--- src/rtl/min_max_tracker_if.sv ---
// Stream handshake bundle for the min/max tracker: a sample stream in, one
// frame summary (min, max, count) out.
interface min_max_tracker_if #(
  parameter int N  = 32,
  parameter int CW = 16
);
  logic                in_valid;
  logic                in_ready;
  logic signed [N-1:0] in_data;
  logic                in_last;
  logic                out_valid;
  logic                out_ready;
  logic signed [N-1:0] out_min;
  logic signed [N-1:0] out_max;
  logic [CW-1:0]       out_count;

  // Producer of samples and consumer of results
  modport master (
    output in_valid, in_data, in_last, out_ready,
    input  in_ready, out_valid, out_min, out_max, out_count
  );

  // The tracker itself
  modport slave (
    input  in_valid, in_data, in_last, out_ready,
    output in_ready, out_valid, out_min, out_max, out_count
  );
endinterface

--- src/rtl/min_max_tracker.sv ---
// Frame min/max tracker: accumulates the signed minimum, maximum and a
// saturating sample count over a frame delimited by in_last, then presents
// the result and stalls the input until the result is consumed.
module min_max_tracker #(
  parameter int N  = 32,
  parameter int CW = 16
) (
  input logic              clk,
  input logic              rst,
  min_max_tracker_if.slave bus
);

  typedef enum logic [1:0] {
    EMPTY,
    ACCUM,
    HOLD
  } state_e;

  localparam logic [CW-1:0] COUNT_ONE = CW'(1);
  localparam logic [CW-1:0] COUNT_MAX = '1;

  state_e              state_q, state_d;
  logic signed [N-1:0] min_q, min_d;
  logic signed [N-1:0] max_q, max_d;
  logic [CW-1:0]       count_q, count_d;
  logic                accept;

  // Handshake flags come from state alone; outputs mirror the running registers
  always_comb begin
    bus.in_ready  = (state_q != HOLD);
    bus.out_valid = (state_q == HOLD);
    bus.out_min   = min_q;
    bus.out_max   = max_q;
    bus.out_count = count_q;
    accept        = bus.in_valid && (state_q != HOLD);
  end

  // Next-state and accumulator update; signed compares against the registered extremes
  always_comb begin
    state_d = state_q;
    min_d   = min_q;
    max_d   = max_q;
    count_d = count_q;
    case (state_q)
      EMPTY: begin
        if (accept) begin
          min_d   = bus.in_data;
          max_d   = bus.in_data;
          count_d = COUNT_ONE;
          state_d = bus.in_last ? HOLD : ACCUM;
        end
      end
      ACCUM: begin
        if (accept) begin
          if ($signed(bus.in_data) < $signed(min_q)) begin
            min_d = bus.in_data;
          end
          if ($signed(max_q) < $signed(bus.in_data)) begin
            max_d = bus.in_data;
          end
          if (count_q != COUNT_MAX) begin
            count_d = count_q + COUNT_ONE;
          end
          if (bus.in_last) begin
            state_d = HOLD;
          end
        end
      end
      HOLD: begin
        if (bus.out_ready) begin
          state_d = EMPTY;
        end
      end
      default: state_d = EMPTY;
    endcase
  end

  // State and accumulator registers, cleared asynchronously by the active-low reset
  always_ff @(posedge clk or negedge rst) begin
    if (!rst) begin
      state_q <= EMPTY;
      min_q   <= '0;
      max_q   <= '0;
      count_q <= '0;
    end else begin
      state_q <= state_d;
      min_q   <= min_d;
      max_q   <= max_d;
      count_q <= count_d;
    end
  end

endmodule

--- src/flat_wrapper.sv ---
// flat-port wrapper written by rule: the top's interface ports become plain ports
module min_max_tracker_flat 
#(
  parameter int N  = 32,
  parameter int CW = 16
)
  (clk, rst, bus_in_valid, bus_in_data, bus_in_last, bus_out_ready, bus_in_ready, bus_out_valid, bus_out_min, bus_out_max, bus_out_count);
  min_max_tracker_if #(.N(N), .CW(CW)) bus_i ();
  input logic clk;
  input logic rst;
  input wire logic [$bits(bus_i.in_valid)-1:0] bus_in_valid;
  input wire logic [$bits(bus_i.in_data)-1:0] bus_in_data;
  input wire logic [$bits(bus_i.in_last)-1:0] bus_in_last;
  input wire logic [$bits(bus_i.out_ready)-1:0] bus_out_ready;
  output wire logic [$bits(bus_i.in_ready)-1:0] bus_in_ready;
  output wire logic [$bits(bus_i.out_valid)-1:0] bus_out_valid;
  output wire logic [$bits(bus_i.out_min)-1:0] bus_out_min;
  output wire logic [$bits(bus_i.out_max)-1:0] bus_out_max;
  output wire logic [$bits(bus_i.out_count)-1:0] bus_out_count;
  assign bus_i.in_valid = bus_in_valid;
  assign bus_i.in_data = bus_in_data;
  assign bus_i.in_last = bus_in_last;
  assign bus_i.out_ready = bus_out_ready;
  assign bus_in_ready = bus_i.in_ready;
  assign bus_out_valid = bus_i.out_valid;
  assign bus_out_min = bus_i.out_min;
  assign bus_out_max = bus_i.out_max;
  assign bus_out_count = bus_i.out_count;
  min_max_tracker #(.N(N), .CW(CW)) u_core (.clk(clk), .rst(rst), .bus(bus_i));
endmodule
--- config.mk ---
export PLATFORM = sky130hd
export DESIGN_NAME = min_max_tracker_flat
export DESIGN_NICKNAME = d
export VERILOG_FILES = /design/src/rtl/min_max_tracker_if.sv /design/src/rtl/min_max_tracker.sv /design/src/flat_wrapper.sv
export SDC_FILE = /design/constraint.sdc
export NUM_CORES = 1
export LEC_CHECK = 0
export CAP_MARGIN = 20
export CORE_ASPECT_RATIO = 0.7
export CORE_MARGIN = 8
export CORE_UTILIZATION = 30
export DETAILED_ROUTE_END_ITERATION = 10
export PLACE_DENSITY_LB_ADDON = 0.05
export SYNTH_ARGS = -nofsm -noshare
export SYNTH_HDL_FRONTEND = slang
export SYNTH_SLANG_ARGS = --single-unit
--- constraint.sdc ---
create_clock -name clk -period 6.15 [get_ports clk]
set_clock_uncertainty 0.15 [all_clocks]
set_input_delay 0.9225 -clock clk [delete_from_list [all_inputs] [get_ports clk]]
set_output_delay 0.9225 -clock clk [all_outputs]
set_load 0.05 [all_outputs]
After elaboration in Yosys (flattened, before gate mapping)
Cells that the tools add are included.

Register bits: 82. Word-level logic and storage cells: 42.

$add $sub $neg: 1. Order comparisons: 2. Equal/unequal tests: 11. Multiplexer cells: 17. Reductions and logical operators: 7.

Operators with widths (count): two-way mux 32 bit (5); case mux 32 bit (2 select lines) (2); < comparator 32 bit (2); two-way mux 16 bit (3); case mux 16 bit (2 select lines) (1); adder 16 x 1 -> 16 bit, second input constant (1); != test 16 bit, second input constant (1); AND reduction 4 bit (4); two-way mux 2 bit (5); != test 2 x 1 -> 1 bit, second input constant (5); != test 2 bit, second input constant (3); case mux 2 bit (3 select lines) (1); equality test 2 x 1 -> 1 bit, second input constant (1); equality test 2 bit, second input constant (1); zero test 2 bit (1); nonzero test 2 bit (1); logical AND 1 bit (1).

Longest topological paths before layout
Word-level depth: 4. Depth in mapped cells: 10.

Least setup slack after synthesis
OpenSTA, ideal clock, no wires.

Kind: input to register. Start: in bus_in_data[13]. End: reg u_core.max_q[10], in the netlist u_core.bus.out_max[10]. Library setup time: 0.125 ns. Arrival time: 3.177 ns. Required time: 5.875 ns. Setup slack: 2.698 ns. Stages on the path: 10. Cell sequence: inv_1 -> ha_1 -> a211o_1 -> a21oi_1 -> o21a_1 -> o211ai_2 -> a2111oi_2 -> mux2i_2 -> buf_6 -> mux2_4.

Cells in the longest elaborated chain, start to end: 3.

RTL lines: from (decl) (line flat_wrapper.sv:12) `input wire logic [$bits(bus_i.in_data)-1:0] bus_in_data;`; < comparator 32 bit (line min_max_tracker.sv:58) `if ($signed(max_q) < $signed(bus.in_data)) begin`; != test 2 x 1 -> 1 bit (no source line); AND reduction 4 bit (no source line); to (signal assigned) (line min_max_tracker.sv:88) `max_q <= max_d;`; to (decl) (line min_max_tracker.sv:24) `logic signed [N-1:0] max_q, max_d;`.

Every way passes these cells. A chain may end at the register's enable or synchronous reset.

Worst setup path in the final report
Start: in bus_in_data[5]. End: reg u_core.min_q[10], in the netlist u_core.bus.out_min[10].

Cells in the longest elaborated chain, start to end: 3.

RTL lines: < comparator 32 bit (line min_max_tracker.sv:55) `if ($signed(bus.in_data) < $signed(min_q)) begin`; != test 2 x 1 -> 1 bit (no source line); AND reduction 4 bit (no source line); to (signal assigned) (line min_max_tracker.sv:87) `min_q <= min_d;`; to (decl) (line min_max_tracker.sv:23) `logic signed [N-1:0] min_q, min_d;`.

Every way passes these cells.

==> summary by stage <==
Run status
The run finished with clean final reports.

Logic synthesis
The most used flip-flop cell after synthesis is dfrtp_1. The synthesized netlist cell count is 445. The count of cell types in the netlist is 42.

The proportion of synthesized chip area in sequential cells is 41.3%. Counting flops with a built-in enable in the synthesized netlist gives 0. The post-synthesis async set-or-reset flop share is 100%. The synthesized net count is around 550. The synthesized area divided by synthesized cell count is 11.2 µm². Summing every instance area after synthesis gives around 0.005 mm². The fraction of synthesized cell area taken by the top area cell type is 41.3%. Counting instances in the post-synthesis netlist gives the leading cell types as dfrtp_1, inv_1, ha_1.

By area the synthesized netlist is led by dfrtp_1, ha_1, mux2_4. After synthesis the netlist holds a flip-flop and latch count of 82. Yosys printed 0 warnings. The synthesized design spends more area on one cell type than any other, namely dfrtp_1. dfrtp_1 is the most common cell in the netlist.

Power and ir drop
The worst ir drop on vdd is ~0.3 mV. Dividing total power by cell area gives a power density of 580 mW/mm². The leakage power is 3.19 nW.

Routing
The number of vias after detailed routing is 3678. The first detailed-routing pass ran for 4 iterations. After detailed routing, the number of remaining DRC violations is 0. The routed wirelength normalized by instance count is 17.2 µm. The count of antenna-violating nets left after detailed routing is 0. The final layout contains routed wiring with a total length of 13.8 mm. After the first detailed-routing iteration, the DRC count stood at 158. After detailed routing, the number of vias per cell comes to 4.60.

Place
Once detailed placement completed, the half-perimeter wirelength came to 10.8 mm. The number of placed instances, taps included, is 784. The final estimated routing congestion in global placement is 0.808.

The count of input and output buffers is 118.

CTS
The total of hold buffers inserted after clock tree synthesis is 0. The H-tree was split into 3 levels. After clock tree synthesis, the repair step resized 0 gates. The worst-skew pair later-pin latency is ~0.34 ns. The tree is rooted in a clkbuf_16.

The clock input transition at the sequential cells of the worst setup and hold paths is 0.06 ns. The maximum count of clock buffers along a single path is 2. The number of clock buffers added by TritonCTS is 9. The CTS tree is built. The post-CTS setup buffer count is 0. CTS saw 82 sinks.

Layout
The net count of the finished layout is 670. The antenna diode count is 0. The number of fill cells in the layout is 1616. The final standard cell count with taps included and fillers excluded is 800. Relative to the synthesized area, the layout overhead comes to 35.1%.

The share of cells above drive strength 1 is roughly 11%.

GRT
The first global-routing pass estimated 22.1 mm of wire. The initial antenna violation count came to 1. The pin count of the biggest net entering global routing is 45.

The total congestion overflow is 0. The global routing usage summed across all routing layers is 13.6%. The via count of the first global-routing pass was 3963.

Setup path
The type of destination of the critical path is a register. The signal on the critical path passes through clkdlybuf4s50_1, ha_1, a21o_1, a21oi_1, o221a_2, o211ai_1, a2111oi_2, mux2i_4, buf_4, mux2i_1. The critical path arrival is 4.38 ns. The worst path buffer plus inverter count is 2.

The biggest cell delay along the critical path is between 0.6 and 0.7 ns. The slowest library cell on the worst path is mux2i_4. The element type at the critical path start is an input port. Along the worst path, the maximum fanout reaches 11. The required arrival time at the worst endpoint is roughly 6.3 ns.

The worst setup path is of the input port to register kind. The kind of cell adding the most delay to the critical path is compound AO/OA/AOI/OAI gates.

Timing
The top achievable clock speed is roughly 0.23 GHz. The final hold violation count is 0. The max-slew violation total from the final report is 0. Setup violations remaining at the end of the flow were counted as 0.

The clock period minus worst slack is ~4.3 ns. The worst slew margin relative to its limit is 49.3%. For the pin with the worst max-slew slack, the measured transition is 0.759 ns. The final cycle utilization of the critical path is around 70%. Setup total negative slack on the finished layout was measured at 0 ns.

Setup repair after global routing left no endpoint under its margin.

Die
The height of the die is around 120 µm. The initial utilization of the core area, before any placement, comes to a little under a third. The floorplan has 39 rows. The boundary pin count is 119. The die is roughly 170 µm wide. The area of the core is between 0.015 and 0.02 mm².

The die covers 0.0210 mm².

Run
The tool flagged a number of max-cap violations equal to 0.

Worst hold path
The tightest min-delay check is of the register to register type.
==> path summary, 6_finish.rpt <==
kind | startpoint | to | slack [ns] | cells past startpoint
max in group asynchronous | rst | u_core.bus.out_max[0] | 4.40 | 2
min in group asynchronous | rst | u_core.bus.out_max[4] | 0.42 | 1
max | bus_in_data[5] | u_core.bus.out_min[10] | 1.87 | 10
min | u_core.state_q[1] | u_core.state_q[0] | 0.40 | 1
max reg2reg | u_core.bus.out_min[5] | u_core.bus.out_min[10] | 2.51 | 10
min reg2reg | u_core.state_q[1] | u_core.state_q[0] | 0.40 | 1
==> cells by family (layout without fill, tap and decap cells) <==
logic type               count (synthesis)  after routing  share of synthesized area, %
XOR/XNOR                                13             13                          2.29
flip-flops                              82             82                          41.3
buffers and inverters                   74            204                          6.70
multiplexers                            68             68                          17.0
AO/OA/AOI/OAI                           57             57                          8.01
AND/OR/NAND/NOR                         88             88                          8.84
adder cells (fa/ha/maj)                 63             63                          15.9
==> sequential cells by signal, summed over array words and instances (netlist names) <==
register and count:
u_core.bus.out_min 32, u_core.state_q 2, u_core.bus.out_count 16, u_core.bus.out_max 32
==> metal layers <==
layer	global-route usage [%]	up-vias	part of all wire (%)
met4	3.14	2	0.95
li1	-	1815	-
met1	19.4	1777	53
met2	19.9	72	41
met3	4.18	12	5.3
met5	0	-	0.094
==> cells in the final DEF, fill, tap and decap left out, drive strengths merged, types with 3 or more instances in the layout <==
| cell | instances |
|---|---|
| a2111oi | 4 |
| o21ai | 7 |
| clkbuf | 12 |
| a21o | 6 |
| a211o | 3 |
| buf | 6 |
| ha | 63 |
| nor2 | 18 |
| nor4 | 3 |
| nand3 | 13 |
| and3 | 4 |
| dfrtp | 82 |
| a21oi | 21 |
| and4 | 3 |
| xor2 | 12 |
| inv | 65 |
| a31oi | 3 |
| mux2i | 33 |
| nand4 | 13 |
| nand2 | 24 |
| mux2 | 35 |
| clkdlybuf4s50 | 117 |
==> report_power, final <==
part / internal, mW / switching, mW / leakage [nW]
registers: 0.766 / 0.187 / 0.990
clock network: 0.336 / 0.225 / 0.145
logic: 0.932 / 1.45 / 2.06
==> through the flow <==
step | utilization [%] | instance area (µm²) | setup slack, ns | total power [mW] | hold slack (ns)
2_1_floorplan | - | 4970 | 2.70 | 2.57 | 0.323
6_report | 41.3 | 6710 | 1.87 | 3.89 | 0.400
3_3_place_gp | 39.4 | 6410 | 1.48 | 3.37 | 0.379
3_5_place_dp | 39.4 | 6410 | 1.49 | 3.37 | 0.382
5_1_grt | 41.3 | 6710 | 1.68 | 4.15 | 0.424
4_1_cts | 41.3 | 6710 | 1.85 | 3.96 | 0.397
==> area by class of cell <==
type	instances	area, µm²	area share, %
multi-input cells	289	2600	38.7
clock inverters	4	50.0	0.745
repair buffers	123	1230	18.3
inverters	65	244	3.63
well taps	225	282	4.19
flip-flops and latches	82	2050	30.6
clock buffers	12	256	3.82
(Power assumes the default switching activity.)
